===== src/rtl/mips_mem_pkg.sv =====
// Shared access codes, FSM state type and decode helpers for the MEM-stage load/store unit.
package mips_mem_pkg;

    localparam int unsigned OP_W   = 4;
    localparam int unsigned DATA_W = 32;

    localparam logic [OP_W-1:0] MEM_NONE = 4'd0;
    localparam logic [OP_W-1:0] MEM_LB   = 4'd1;
    localparam logic [OP_W-1:0] MEM_LBU  = 4'd2;
    localparam logic [OP_W-1:0] MEM_LH   = 4'd3;
    localparam logic [OP_W-1:0] MEM_LHU  = 4'd4;
    localparam logic [OP_W-1:0] MEM_LW   = 4'd5;
    localparam logic [OP_W-1:0] MEM_SB   = 4'd9;
    localparam logic [OP_W-1:0] MEM_SH   = 4'd10;
    localparam logic [OP_W-1:0] MEM_SW   = 4'd11;

    typedef enum logic [1:0] {
        IDLE = 2'd0,
        WAIT = 2'd1,
        DONE = 2'd2
    } mem_state_t;

    function automatic logic is_store(input logic [OP_W-1:0] op);
        return op[3];
    endfunction

    // Access size in bytes; 0 marks a code that is treated as NONE.
    function automatic logic [2:0] op_size(input logic [OP_W-1:0] op);
        case (op)
            MEM_LB, MEM_LBU, MEM_SB: return 3'd1;
            MEM_LH, MEM_LHU, MEM_SH: return 3'd2;
            MEM_LW, MEM_SW:          return 3'd4;
            default:                 return 3'd0;
        endcase
    endfunction

    function automatic logic is_misaligned(input logic [2:0] size, input logic [1:0] lane);
        return ((size == 3'd2) && lane[0]) || ((size == 3'd4) && (lane != 2'b00));
    endfunction

endpackage


===== src/rtl/mem_load_align.sv =====
// Selects the addressed byte/halfword of a read word and sign- or zero-extends it.
module mem_load_align
    import mips_mem_pkg::*;
(
    input  logic [OP_W-1:0]   i_op,
    input  logic [1:0]        i_lane,
    input  logic [DATA_W-1:0] i_rdata,
    output logic [DATA_W-1:0] o_data
);

    logic [DATA_W-1:0] w_shift;

    assign w_shift = i_rdata >> {i_lane, 3'b000};

    always_comb begin
        o_data = '0;
        case (i_op)
            MEM_LB:  o_data = {{24{w_shift[7]}}, w_shift[7:0]};
            MEM_LBU: o_data = {24'd0, w_shift[7:0]};
            MEM_LH:  o_data = {{16{w_shift[15]}}, w_shift[15:0]};
            MEM_LHU: o_data = {16'd0, w_shift[15:0]};
            MEM_LW:  o_data = w_shift;
            default: o_data = '0;
        endcase
    end

endmodule


===== src/rtl/mem_load_store_unit.sv =====
// MEM-stage data-memory access unit: req/ack transaction, pipeline stall and load extension.
module mem_load_store_unit
    import mips_mem_pkg::*;
#(
    parameter int unsigned TIMEOUT_CYCLES = 16
)(
    input  logic              clk,
    input  logic              rst_n,
    input  logic              mem_ena,
    input  logic [3:0]        mem_op_in,
    input  logic [31:0]       mem_addr_in,
    input  logic [31:0]       mem_wdata_in,
    input  logic [4:0]        mem_rt_addr_in,
    output logic              dmem_req,
    output logic              dmem_we,
    output logic [31:0]       dmem_addr,
    output logic [31:0]       dmem_wdata,
    output logic [3:0]        dmem_be,
    input  logic              dmem_ack,
    input  logic [31:0]       dmem_rdata,
    output logic              stall_o,
    output logic              load_valid,
    output logic [31:0]       load_data,
    output logic [4:0]        load_rt_addr,
    output logic              addr_err,
    output logic              bus_err
);

    localparam int unsigned CNT_W = (TIMEOUT_CYCLES > 2) ? $clog2(TIMEOUT_CYCLES) : 1;

    mem_state_t  r_state, w_state_nxt;
    logic [3:0]  r_op, w_op_nxt;
    logic [1:0]  r_lane, w_lane_nxt;
    logic [4:0]  r_rt, w_rt_nxt;
    logic [CNT_W-1:0] r_cnt, w_cnt_nxt;

    logic        r_dmem_req, w_req_nxt;
    logic        r_dmem_we, w_we_nxt;
    logic [31:0] r_dmem_addr, w_addr_nxt;
    logic [31:0] r_dmem_wdata, w_wdata_nxt;
    logic [3:0]  r_dmem_be, w_be_nxt;
    logic        r_stall, w_stall_nxt;
    logic        r_load_valid, w_lv_nxt;
    logic [31:0] r_load_data, w_ld_nxt;
    logic [4:0]  r_load_rt, w_ldrt_nxt;
    logic        r_addr_err, w_aerr_nxt;
    logic        r_bus_err, w_berr_nxt;

    logic [2:0]  w_size;
    logic [1:0]  w_lane_in;
    logic [3:0]  w_be_in;
    logic [31:0] w_wdata_rep;
    logic [31:0] w_align_data;

    assign w_size    = op_size(mem_op_in);
    assign w_lane_in = mem_addr_in[1:0];

    // Little-endian lane enables and store-data replication for the incoming op.
    always_comb begin
        w_be_in     = 4'b0000;
        w_wdata_rep = '0;
        case (w_size)
            3'd1: begin
                w_be_in     = 4'b0001 << w_lane_in;
                w_wdata_rep = {4{mem_wdata_in[7:0]}};
            end
            3'd2: begin
                w_be_in     = 4'b0011 << w_lane_in;
                w_wdata_rep = {2{mem_wdata_in[15:0]}};
            end
            3'd4: begin
                w_be_in     = 4'b1111;
                w_wdata_rep = mem_wdata_in;
            end
            default: begin
                w_be_in     = 4'b0000;
                w_wdata_rep = '0;
            end
        endcase
    end

    mem_load_align u_align (
        .i_op    (r_op),
        .i_lane  (r_lane),
        .i_rdata (dmem_rdata),
        .o_data  (w_align_data)
    );

    always_ff @(posedge clk or negedge rst_n) begin
        if (!rst_n) begin
            r_state <= IDLE;
        end else begin
            r_state <= w_state_nxt;
        end
    end

    always_comb begin
        w_state_nxt = r_state;
        w_op_nxt    = r_op;
        w_lane_nxt  = r_lane;
        w_rt_nxt    = r_rt;
        w_cnt_nxt   = '0;
        w_req_nxt   = 1'b0;
        w_stall_nxt = 1'b0;
        w_we_nxt    = 1'b0;
        w_addr_nxt  = '0;
        w_wdata_nxt = '0;
        w_be_nxt    = '0;
        w_lv_nxt    = 1'b0;
        w_ld_nxt    = r_load_data;
        w_ldrt_nxt  = r_load_rt;
        w_aerr_nxt  = 1'b0;
        w_berr_nxt  = 1'b0;
        case (r_state)
            IDLE: begin
                if (mem_ena && (w_size != 3'd0)) begin
                    if (is_misaligned(w_size, w_lane_in)) begin
                        w_aerr_nxt = 1'b1;
                    end else begin
                        w_state_nxt = WAIT;
                        w_op_nxt    = mem_op_in;
                        w_lane_nxt  = w_lane_in;
                        w_rt_nxt    = mem_rt_addr_in;
                        w_req_nxt   = 1'b1;
                        w_stall_nxt = 1'b1;
                        w_we_nxt    = is_store(mem_op_in);
                        w_addr_nxt  = {mem_addr_in[31:2], 2'b00};
                        w_wdata_nxt = is_store(mem_op_in) ? w_wdata_rep : 32'd0;
                        w_be_nxt    = w_be_in;
                    end
                end
            end
            WAIT: begin
                if (dmem_ack) begin
                    w_state_nxt = DONE;
                    if (!is_store(r_op)) begin
                        w_lv_nxt   = 1'b1;
                        w_ld_nxt   = w_align_data;
                        w_ldrt_nxt = r_rt;
                    end
                end else if (r_cnt == CNT_W'(TIMEOUT_CYCLES - 1)) begin
                    w_state_nxt = DONE;
                    w_berr_nxt  = 1'b1;
                end else begin
                    // Request held stable from the latched copies until ack or timeout.
                    w_cnt_nxt   = r_cnt + CNT_W'(1);
                    w_req_nxt   = 1'b1;
                    w_stall_nxt = 1'b1;
                    w_we_nxt    = r_dmem_we;
                    w_addr_nxt  = r_dmem_addr;
                    w_wdata_nxt = r_dmem_wdata;
                    w_be_nxt    = r_dmem_be;
                end
            end
            DONE: begin
                w_state_nxt = IDLE;
            end
            default: begin
                w_state_nxt = IDLE;
            end
        endcase
    end

    always_ff @(posedge clk or negedge rst_n) begin
        if (!rst_n) begin
            r_op         <= '0;
            r_lane       <= '0;
            r_rt         <= '0;
            r_cnt        <= '0;
            r_dmem_req   <= 1'b0;
            r_dmem_we    <= 1'b0;
            r_dmem_addr  <= '0;
            r_dmem_wdata <= '0;
            r_dmem_be    <= '0;
            r_stall      <= 1'b0;
            r_load_valid <= 1'b0;
            r_load_data  <= '0;
            r_load_rt    <= '0;
            r_addr_err   <= 1'b0;
            r_bus_err    <= 1'b0;
        end else begin
            r_op         <= w_op_nxt;
            r_lane       <= w_lane_nxt;
            r_rt         <= w_rt_nxt;
            r_cnt        <= w_cnt_nxt;
            r_dmem_req   <= w_req_nxt;
            r_dmem_we    <= w_we_nxt;
            r_dmem_addr  <= w_addr_nxt;
            r_dmem_wdata <= w_wdata_nxt;
            r_dmem_be    <= w_be_nxt;
            r_stall      <= w_stall_nxt;
            r_load_valid <= w_lv_nxt;
            r_load_data  <= w_ld_nxt;
            r_load_rt    <= w_ldrt_nxt;
            r_addr_err   <= w_aerr_nxt;
            r_bus_err    <= w_berr_nxt;
        end
    end

    assign dmem_req     = r_dmem_req;
    assign dmem_we      = r_dmem_we;
    assign dmem_addr    = r_dmem_addr;
    assign dmem_wdata   = r_dmem_wdata;
    assign dmem_be      = r_dmem_be;
    assign stall_o      = r_stall;
    assign load_valid   = r_load_valid;
    assign load_data    = r_load_data;
    assign load_rt_addr = r_load_rt;
    assign addr_err     = r_addr_err;
    assign bus_err      = r_bus_err;

endmodule


===== config.mk =====
export PLATFORM = sky130hd
export DESIGN_NAME = mem_load_store_unit
export DESIGN_NICKNAME = d
export VERILOG_FILES = /design/src/rtl/mips_mem_pkg.sv /design/src/rtl/mem_load_align.sv /design/src/rtl/mem_load_store_unit.sv
export SDC_FILE = /design/constraint.sdc
export NUM_CORES = 1
export LEC_CHECK = 0
export CORE_AREA = 2 2 105 107
export DETAILED_ROUTE_END_ITERATION = 16
export DIE_AREA = 0 0 107 109
export DONT_BUFFER_PORTS = 1
export GPL_TIMING_DRIVEN = 0
export PLACE_DENSITY = 0.79
export RECOVER_POWER = 50
export SYNTH_ARGS = -nofsm -noshare
export SYNTH_HDL_FRONTEND = slang
export SYNTH_HIERARCHICAL = 1
export SYNTH_SLANG_ARGS = --single-unit

===== constraint.sdc =====
create_clock -name clk -period 1.9 [get_ports clk]
set_input_delay 0.19 -clock clk [delete_from_list [all_inputs] [get_ports clk]]
set_output_delay 0.19 -clock clk [all_outputs]
set_load 0.01 [all_outputs]

==> results.txt, run 1 <==
Status: complete, but fails checks
Failing checks: negative hold slack
Slew headroom: 0.503
H-tree depth: 4
Number of synthesized flops with an enable pin: 0
Iter 0 DRT Violations: 301
First-pass GRT wire length: 26100 µm
Synth area leader: dfrtp_1
Synth-to-layout area growth: 25.8%
CTS root buf: clkbuf_8
Worst path slowest cell: dfrtp_1
CP Buf/Inv Count: 2
HPWL after DPL: 11200 µm
Final setup violation count: 0
Synth Register Bits: 125
Synth top area share: 0.498
WP data required: 2.30 ns
Final instance area: 7900 µm²
Worst path top cell family by delay: multiplexers
Sink Count: 125
Max clock buf depth: 2
Max IR drop VDD: 0.710 mV
Clk_lat worst skew: 0.51 ns
Row count: 38
Filler Cells Inserted: 676
DRC: 0
Total track usage: 0.292
Met2 Use GR: 0.506
Critical-path cell list: buf_2 -> mux2_4 -> mux2i_4 -> buf_4 -> o211ai_1 -> mux2_2
Clock Skews: 0.0116 ns
Cell Pwr Density: 1190 nW/µm²
Busiest layer in global routing: met2
Hold Vio Cnt, Final: 125
Post-synth ARST share: 1.00
WS Path Type: flop to flop
Synth top area cells: dfrtp_1 50%, mux2_2 7.0%, a22o_1 6.3%
Met3 GRT Util: 0.0950
Mapped Cells: 525
Vias in the first global route: 4964
Clock-pin slew on the worst setup and hold paths: 0.06 ns
RSZ-0062 raised after global routing: yes
Setup slack, reg-to-reg: 0.07 ns
F_max: 546 MHz
Post-DP Area: 6450 µm²
Main synth FF type: dfrtp_1
Grt ovf: 0
Boundary Pins: 220
Vias/cell: 6.42
Non-Filler Instances: 772
Type of destination of the critical path: flop
Routed WL: 17300 µm
Final period utilization: 0.963
IO buf count: 0
Leakage: 3.56 nW
Reg2reg end: load_data[29]
Worst r2r src: r_lane[0]
Worst Hold Class: input pin to async pin
Critical path peak fanout: 10
Synth cell types: 64
Die span in y: 109 µm
Mean Syn Cell Area: 12.0 µm²
Routed wire per std cell: 22.5 µm
Least-Margin Pin Slew: 0.745 ns
Die area: 11700 µm²
Inst Count DP: 666
GPL Wtd Cong: 0.856
Min Tclk post-route: 1.83 ns
CP peak stage delay: 0.37 ns
Starting density of the core: 0.592
DRT antenna net count: 0
Layout cell share with drive strength beyond 1: 0.229
Antenna violations before repair: 0
Met1 Resource Use GR: 0.336
R2R cell count: 6
Die width: 107 µm
CTS tree: done
Diodes inserted: 0
Warnings, synthesis: 6
Pins Over Slew Limit: 0
Mapped Area: 6280 µm²
Placeable Area: 10600 µm²
Max cap viols: 0
Largest net degree at the start of global routing: 126
Crit path launch type: flop
Min Hold Slack: -0.631 ns
Inserted Clock Buffers: 17
Via count: 4957
Pwr Total: 9.36 mW
Crit path arrival time: 2.23 ns
Sequential area share after synthesis: 0.498
Fin nets: 735
Drt pass-1 iters: 5
[logic make-up after synthesis]
family          after synthesis  synth area share
compound gates              176             0.216
simple gates                 87            0.0835
buf+inv                      58            0.0560
mux                          68             0.128
flops                       125             0.498
fa+ha+maj                     6            0.0120
other cells                   1          0.000598
xor+xnor                      4           0.00558
[worst max path at each step]
stage               slack, ns         start               to  cells past startpoint
floorplan                0.08  mem_op_in[0]          r_op[1]                      8
global placement        -0.11    r_state[1]  load_rt_addr[0]                      5
detailed placement      -0.18    r_state[1]  load_rt_addr[1]                      5
CTS                      0.02     r_lane[1]    load_data[31]                      6
global route            -0.03       r_op[3]    load_data[22]                      5
finish                   0.07     r_lane[0]    load_data[29]                      6
[power by group]
| group | total, mW | internal, mW | switching [mW] |
|---|---|---|---|
| clock network | 3.39 | 2.21 | 1.18 |
| registers | 3.71 | 3.14 | 0.571 |
| logic | 2.26 | 1.16 | 1.10 |
| total | 9.36 | 6.50 | 2.85 |
[flip-flops by register name, indices dropped and copies added (netlist names), 2 cells and up]
| register | flops |
|---|---|
| r_op | 4 |
| load_data | 32 |
| r_rt | 5 |
| dmem_addr | 30 |
| dmem_be | 4 |
| dmem_wdata | 32 |
| r_state | 2 |
| r_lane | 2 |
| r_cnt | 4 |
| load_rt_addr | 5 |
[per-layer routing]
metal  vias up  routed length [µm]
met5         -                   0
met4         0                 316
met3        29                1590
met2       268                9110
met1      2485                6330
li1       2175                   -
[per-stage QoR]
step	setup TNS, ns	hold WS [ns]	setup slack [ns]	util
final	0	-0.631	0.0696	0.745
after global routing	-0.0757	-0.655	-0.0343	0.745
after CTS	0	-0.653	0.0168	0.735
after detailed placement	-8.07	-0.103	-0.178	0.609
after global placement	-4.11	-0.103	-0.111	0.609
after floorplan	0	-0.106	0.0823	-
[synthesized netlist by cell type (all sizes together), types with 7 or more instances]
master / instances
nand4b: 7
mux2i: 18
a21boi: 9
nor2b: 14
o21ai: 38
o211ai: 8
inv: 12
nor2: 8
a32oi: 7
a211oi: 16
nand2: 25
dfrtp: 125
a22o: 45
o221ai: 9
buf: 30
nand2b: 8
a22oi: 9
mux2: 49
clkbuf: 16
[area by class of cell]
| type | instances | area, µm² | share of cell area |
|---|---|---|---|
| Tap cell | 140 | 175 | 0.0222 |
| Buffer | 46 | 337 | 0.0426 |
| Sequential cell | 125 | 3130 | 0.396 |
| Inverter | 12 | 45.0 | 0.00571 |
| Clock buffer | 19 | 442 | 0.0559 |
| Clock inverter | 12 | 184 | 0.0233 |
| Multi-Input combinational cell | 343 | 2850 | 0.361 |
| Timing Repair Buffer | 75 | 736 | 0.0932 |
[what timing repair did]
item | CTS | global route
gates resized for setup | 11 | 23
setup buffers | 0 | 6
hold endpoints to repair | 205 | 126
hold buffers | 69 | 1
pin swaps | 0 | 2
setup endpoints to repair | 91 | 103
[cell usage in the layout (no fill, tap or decap), types with 14 or more instances in the layout]
cell | netlist | routed
a211oi_1 | 15 | 15
a22o_1 | 45 | 45
buf_4 | 7 | 14
clkbuf_16 | 0 | 16
dfrtp_1 | 125 | 125
dlygate4sd3_1 | 0 | 69
mux2_2 | 39 | 39
nand2_1 | 25 | 24
nor2b_1 | 14 | 14
o21ai_0 | 20 | 20
o21ai_1 | 17 | 17
No activity file was read; power rests on OpenSTA's default activity.
==> run 2, diff against run 1 <==
- clock period: 1.9 -> 1.77 ns (I/O delays scaled with it)
==> run 2 against run 1 <==
The run ends with negative hold slack, negative setup slack left. Register-to-register slack got worse by 0.14 ns. Wire length rose by 3.4%. Clock skew rose by 0.0015 ns.
==> results.txt, run 2 (synthesized netlist as in run 1, its figures left out) <==
Status: complete, but fails checks (unchanged)
Failing checks: negative hold slack, negative setup slack (was negative hold slack)
Commonest cells after routing, fill and taps aside: 125 x dfrtp_1, 74 x dlygate4sd3_1, 45 x a22o_1 (was 125 x dfrtp_1, 69 x dlygate4sd3_1, 45 x a22o_1)
R2R cell count: 6 (unchanged)
WS Path Type: flop to flop (unchanged)
Drt pass-1 iters: 6 (was 5)
Worst r2r src: r_lane[1] (was r_lane[0])
Pins Over Slew Limit: 0 (unchanged)
Total track usage: 0.298 (was 0.292)
Min Tclk post-route: 1.84 ns (was 1.83 ns)
Worst path top cell family by delay: multiplexers (unchanged)
CP Buf/Inv Count: 2 (unchanged)
Filler Cells Inserted: 640 (was 676)
Reg2reg end: load_data[17] (was load_data[29])
First-pass GRT wire length: 27000 µm (was 26100 µm)
Final setup violation count: 19 (was 0)
Critical-path cell list: buf_6 -> mux4_2 -> nand3b_4 -> buf_8 -> o221ai_1 -> mux2_2 (was buf_2 -> mux2_4 -> mux2i_4 -> buf_4 -> o211ai_1 -> mux2_2)
Die span in y: 109 µm (unchanged)
F_max: 543 MHz (was 546 MHz)
Worst setup margin: -0.0726 ns (was 0.0696 ns)
Boundary Pins: 220 (unchanged)
Vias in the first global route: 5261 (was 4964)
Die area: 11700 µm² (unchanged)
Worst path slowest cell: mux4_2 (was dfrtp_1)
Pwr Total: 10.3 mW (was 9.36 mW)
Max cap viols: 0 (unchanged)
Hold Vio Cnt, Final: 125 (unchanged)
Largest net degree at the start of global routing: 126 (unchanged)
Min Hold Slack: -0.642 ns (was -0.631 ns)
Grt ovf: 0 (unchanged)
Final core utilization: 0.764 (was 0.745)
Seq. cell area: 3130 µm² (unchanged)
CP peak stage delay: 0.54 ns (was 0.37 ns)
Vias/cell: 6.46 (was 6.42)
Worst Hold Class: input pin to async pin (unchanged)
Area of the multi-input gates: 2890 µm² (was 2850 µm²)
Fin Setup TNS: -0.607 ns (was 0 ns)
Starting density of the core: 0.592 (unchanged)
H-tree depth: 4 (unchanged)
GPL Wtd Cong: 0.842 (was 0.856)
DRC: 0 (unchanged)
Critical path peak fanout: 10 (unchanged)
Diodes inserted: 0 (unchanged)
Clock-pin slew on the worst setup and hold paths: 0.06 ns (about the same)
Placeable Area: 10600 µm² (unchanged)
Fin nets: 751 (was 735)
Clock Skews: 0.0132 ns (was 0.0116 ns)
Iter 0 DRT Violations: 349 (was 301)
IO buf count: 0 (unchanged)
Max clock buf depth: 2 (unchanged)
Crit path arrival time: 2.24 ns (was 2.23 ns)
CTS tree: done (unchanged)
RSZ-0062 raised after global routing: yes (unchanged)
Slew headroom: 0.521 (was 0.503)
Layout cell share with drive strength beyond 1: 0.242 (was 0.229)
Synth-to-layout area growth: 29.1% (was 25.8%)
Least-Margin Pin Slew: 0.714 ns (was 0.745 ns)
Sink Count: 125 (unchanged)
Routed WL: 17900 µm (was 17300 µm)
Final instance area: 8100 µm² (was 7900 µm²)
Type of destination of the critical path: flop (unchanged)
Leakage: 3.67 nW (was 3.56 nW)
CTS root buf: clkbuf_8 (unchanged)
Setup slack, reg-to-reg: -0.07 ns (was 0.07 ns)
Clk_lat worst skew: 0.52 ns (was 0.51 ns)
Via count: 5099 (was 4957)
DRT antenna net count: 0 (unchanged)
Die width: 107 µm (unchanged)
Antenna violations before repair: 0 (unchanged)
Crit path launch type: flop (unchanged)
WP data required: 2.17 ns (was 2.30 ns)
HPWL after DPL: 11200 µm (about the same)
Cell Pwr Density: 1270 nW/µm² (was 1190 nW/µm²)
Final period utilization: 1.04 (was 0.963)
Max IR drop VDD: 0.860 mV (was 0.710 mV)
Inserted Clock Buffers: 17 (unchanged)
Most common cell after layout, fill and taps aside: dfrtp_1 (unchanged)
Row count: 38 (unchanged)
Post-DP Area: 6450 µm² (unchanged)
Routed wire per std cell: 22.7 µm (was 22.5 µm)
-- run 2: final cells by class --
class	count	share of cell area
buffer	46	0.0448
inverter	12	0.00556
multi-input combinational	343	0.357
timing repair buffer	91	0.108
sequential	125	0.386
clock buffer	18	0.0516
tap	140	0.0216
clock inverter	14	0.0253
-- run 2: worst reg2reg max path, delay by kind of cell (launching register included) --
family,cells,cell delay [ns]
flops,1,0.37
buf+inv,2,0.25
simple gates,1,0.15
mux,2,0.83
compound gates,1,0.14
-- run 2: how the worst max path moves through the flow --
stage	startpoint	depth (start not counted)	end	slack [ns]
floorplan	mem_op_in[0]	9	dmem_addr[10]	0.01
global placement	r_state[1]	5	load_rt_addr[1]	-0.30
detailed placement	r_state[1]	5	load_data[30]	-0.33
CTS	r_lane[1]	6	load_data[28]	-0.02
global route	r_lane[1]	6	load_data[17]	-0.12
finish	r_lane[1]	6	load_data[17]	-0.07
-- run 2: repair_timing --
action | CTS | global route
setup endpoints to repair | 106 | 105
gates resized for setup | 28 | 38
pin swaps | 1 | 3
cloned | 1 | 1
endpoints found under the hold margin | 204 | 127
buffers inserted | 7 | 8
hold buffers | 72 | 2
-- run 2: metrics by stage --
stage               setup slack, ns  std cells
global placement             -0.302        666
global route                 -0.118        789
CTS                         -0.0171        778
floorplan                    0.0138        526
finish                      -0.0726        789
detailed placement           -0.334        666
-- run 2: where the power goes --
| group | switching [mW] | internal, mW | total, mW |
|---|---|---|---|
| Combinational | 1.25 | 1.38 | 2.63 |
| Clock | 1.36 | 2.32 | 3.68 |
| Sequential | 0.625 | 3.36 | 3.99 |
-- run 2: metal layers --
metal  track usage  part of all wire  vias to the layer above  wire (µm)
li1              -                 -                     2211          -
met1         0.336              0.37                     2538       6570
met2         0.523              0.52                      297       9250
met3        0.0950             0.091                       53       1630
met4         0.129             0.027                        0        482
met5             0                 0                        -          0
==> run 3, diff against run 2 <==
- MAX_ROUTING_LAYER: not set -> met4
- SLEW_MARGIN: not set -> 20
==> run 3 against run 2 <==
Design area did not move. Clock skew rose by 0.0020 ns. Sequential power barely moved. The run still ends with negative hold slack, negative setup slack left. Worst setup slack barely moved. Critical endpoint unchanged. Critical path type unchanged. Fmax barely moved.
==> results.txt, run 3 (synthesized netlist as in run 1, its figures left out) <==
Cell Pwr Density: 1270 nW/µm² (about the same)
Clock Skews: 0.0151 ns (was 0.0132 ns)
Iter 0 DRT Violations: 385 (was 349)
Commonest cells after routing, fill and taps aside: 125 x dfrtp_1, 74 x dlygate4sd3_1, 45 x a22o_1 (unchanged)
Max cap viols: 0 (unchanged)
Worst path slowest cell: mux4_2 (unchanged)
DRT antenna net count: 0 (unchanged)
Switching share of power: 0.314 (about the same)
Inserted Clock Buffers: 17 (unchanged)
Layout cell share with drive strength beyond 1: 0.242 (unchanged)
HPWL after DPL: 11200 µm (unchanged)
Min Tclk post-route: 1.84 ns (about the same)
Most common cell after layout, fill and taps aside: dfrtp_1 (unchanged)
Die area: 11700 µm² (unchanged)
Clock Power Share: 0.358 (was 0.357)
Sink Count: 125 (unchanged)
Failing checks: negative hold slack, negative setup slack (unchanged)
Antenna violations before repair: 0 (unchanged)
Type of destination of the critical path: flop (unchanged)
Placeable Area: 10600 µm² (unchanged)
Die span in y: 109 µm (unchanged)
DRC: 0 (unchanged)
Routed WL: 17900 µm (about the same)
Routed wire per std cell: 22.6 µm (was 22.7 µm)
IO buf count: 0 (unchanged)
Slew headroom: 0.526 (was 0.521)
Fin Setup TNS: -0.584 ns (was -0.607 ns)
First-pass GRT wire length: 27000 µm (about the same)
Diodes inserted: 0 (unchanged)
CTS tree: done (unchanged)
CP Buf/Inv Count: 2 (unchanged)
Combinational share of power: 0.255 (was 0.256)
Fin nets: 751 (unchanged)
Row count: 38 (unchanged)
Clk_lat worst skew: 0.52 ns (about the same)
Boundary Pins: 220 (unchanged)
Vias in the first global route: 5250 (was 5261)
Min Hold Slack: -0.643 ns (was -0.642 ns)
Setup slack, reg-to-reg: -0.07 ns (about the same)
WS Path Type: flop to flop (unchanged)
Final period utilization: 1.04 (about the same)
Final setup violation count: 19 (unchanged)
Grt ovf: 0 (unchanged)
Max clock buf depth: 2 (unchanged)
Reg power frac: 0.387 (about the same)
Reg2reg end: load_data[17] (unchanged)
Pins Over Slew Limit: 0 (unchanged)
Total track usage: 0.307 (was 0.298)
CTS root buf: clkbuf_8 (unchanged)
Crit path arrival time: 2.24 ns (about the same)
RSZ-0062 raised after global routing: yes (unchanged)
Switch Pwr: 3.24 mW (about the same)
R2R cell count: 6 (unchanged)
H-tree depth: 4 (unchanged)
Worst Hold Class: input pin to async pin (unchanged)
Final core utilization: 0.764 (unchanged)
WP data required: 2.17 ns (about the same)
Clock-pin slew on the worst setup and hold paths: 0.06 ns (about the same)
Worst setup margin: -0.0728 ns (was -0.0726 ns)
Max IR drop VDD: 0.860 mV (about the same)
F_max: 543 MHz (about the same)
Starting density of the core: 0.592 (unchanged)
Worst r2r src: r_lane[1] (unchanged)
Hold Vio Cnt, Final: 125 (unchanged)
Die width: 107 µm (unchanged)
Least-Margin Pin Slew: 0.707 ns (was 0.714 ns)
Drt pass-1 iters: 5 (was 6)
Internal power: 7.07 mW (about the same)
GPL Wtd Cong: 0.855 (was 0.842)
Leakage: 3.67 nW (unchanged)
Crit path launch type: flop (unchanged)
Synth-to-layout area growth: 29.1% (unchanged)
Via count: 5091 (was 5099)
Status: complete, but fails checks (unchanged)
Vias/cell: 6.45 (was 6.46)
Largest net degree at the start of global routing: 126 (unchanged)
Critical path peak fanout: 10 (unchanged)
CP peak stage delay: 0.53 ns (was 0.54 ns)
Worst path top cell family by delay: multiplexers (unchanged)
Critical-path cell list: buf_6 -> mux4_2 -> nand3b_4 -> buf_8 -> o221ai_1 -> mux2_2 (unchanged)
[run 3: cell counts in the layout (fill, tap and decap cells not counted)]
Identical to the previous run, type by type.
[run 3: cell type report]
class / count / area (µm²)
clock inverters: 14 / 205
flip-flops and latches: 125 / 3130
well taps: 140 / 175
repair buffers: 91 / 878
clock buffers: 18 / 418
inverters: 12 / 45.0
fillers: 640 / 2500
multi-input cells: 343 / 2890
plain buffers: 46 / 363
[run 3: power groups by stage]
stage	combinational (mW)	clock, mW	sequential (mW)
3_5_place_dp	2.09	0	4.01
4_1_cts	2.41	3.72	3.98
5_1_grt	2.80	3.86	4.05
2_1_floorplan	1.72	0	3.87
6_report	2.63	3.69	3.99
3_3_place_gp	2.01	0	3.98
[run 3: routing by layer]
layer	routed length, µm	GRT usage	vias to the layer above
met2	9270	0.524	309
met5	0	-	-
met4	485	0.132	0
li1	-	-	2208
met3	1630	0.0897	47
met1	6470	0.338	2527
[run 3: through the flow]
stage	worst slack (ns)	cell area [µm²]	cells	power, mW
2_1_floorplan	0.0138	6280	526	5.59
3_3_place_gp	-0.302	6450	666	5.99
3_5_place_dp	-0.334	6450	666	6.10
4_1_cts	-0.0171	7930	778	10.1
5_1_grt	-0.118	8100	789	10.7
6_report	-0.0728	8100	789	10.3
[run 3: how the worst max path moves through the flow]
| stage | startpoint | end | slack (ns) | cells past startpoint |
|---|---|---|---|---|
| finish | r_lane[1] | load_data[17] | -0.07 | 6 |
| global route | r_lane[1] | load_data[17] | -0.12 | 6 |
| CTS | r_lane[1] | load_data[28] | -0.02 | 6 |
| detailed placement | r_state[1] | load_data[30] | -0.33 | 5 |
| global placement | r_state[1] | load_rt_addr[1] | -0.30 | 5 |
| floorplan | mem_op_in[0] | dmem_addr[10] | 0.01 | 9 |
[run 3: repair_timing]
action | in CTS | in global routing
hold buffers | 72 | 2
endpoints found under the setup margin | 106 | 105
hold endpoints to repair | 204 | 127
cloned | 1 | 1
gates resized for setup | 28 | 38
setup buffers | 7 | 8
pin swaps | 1 | 3
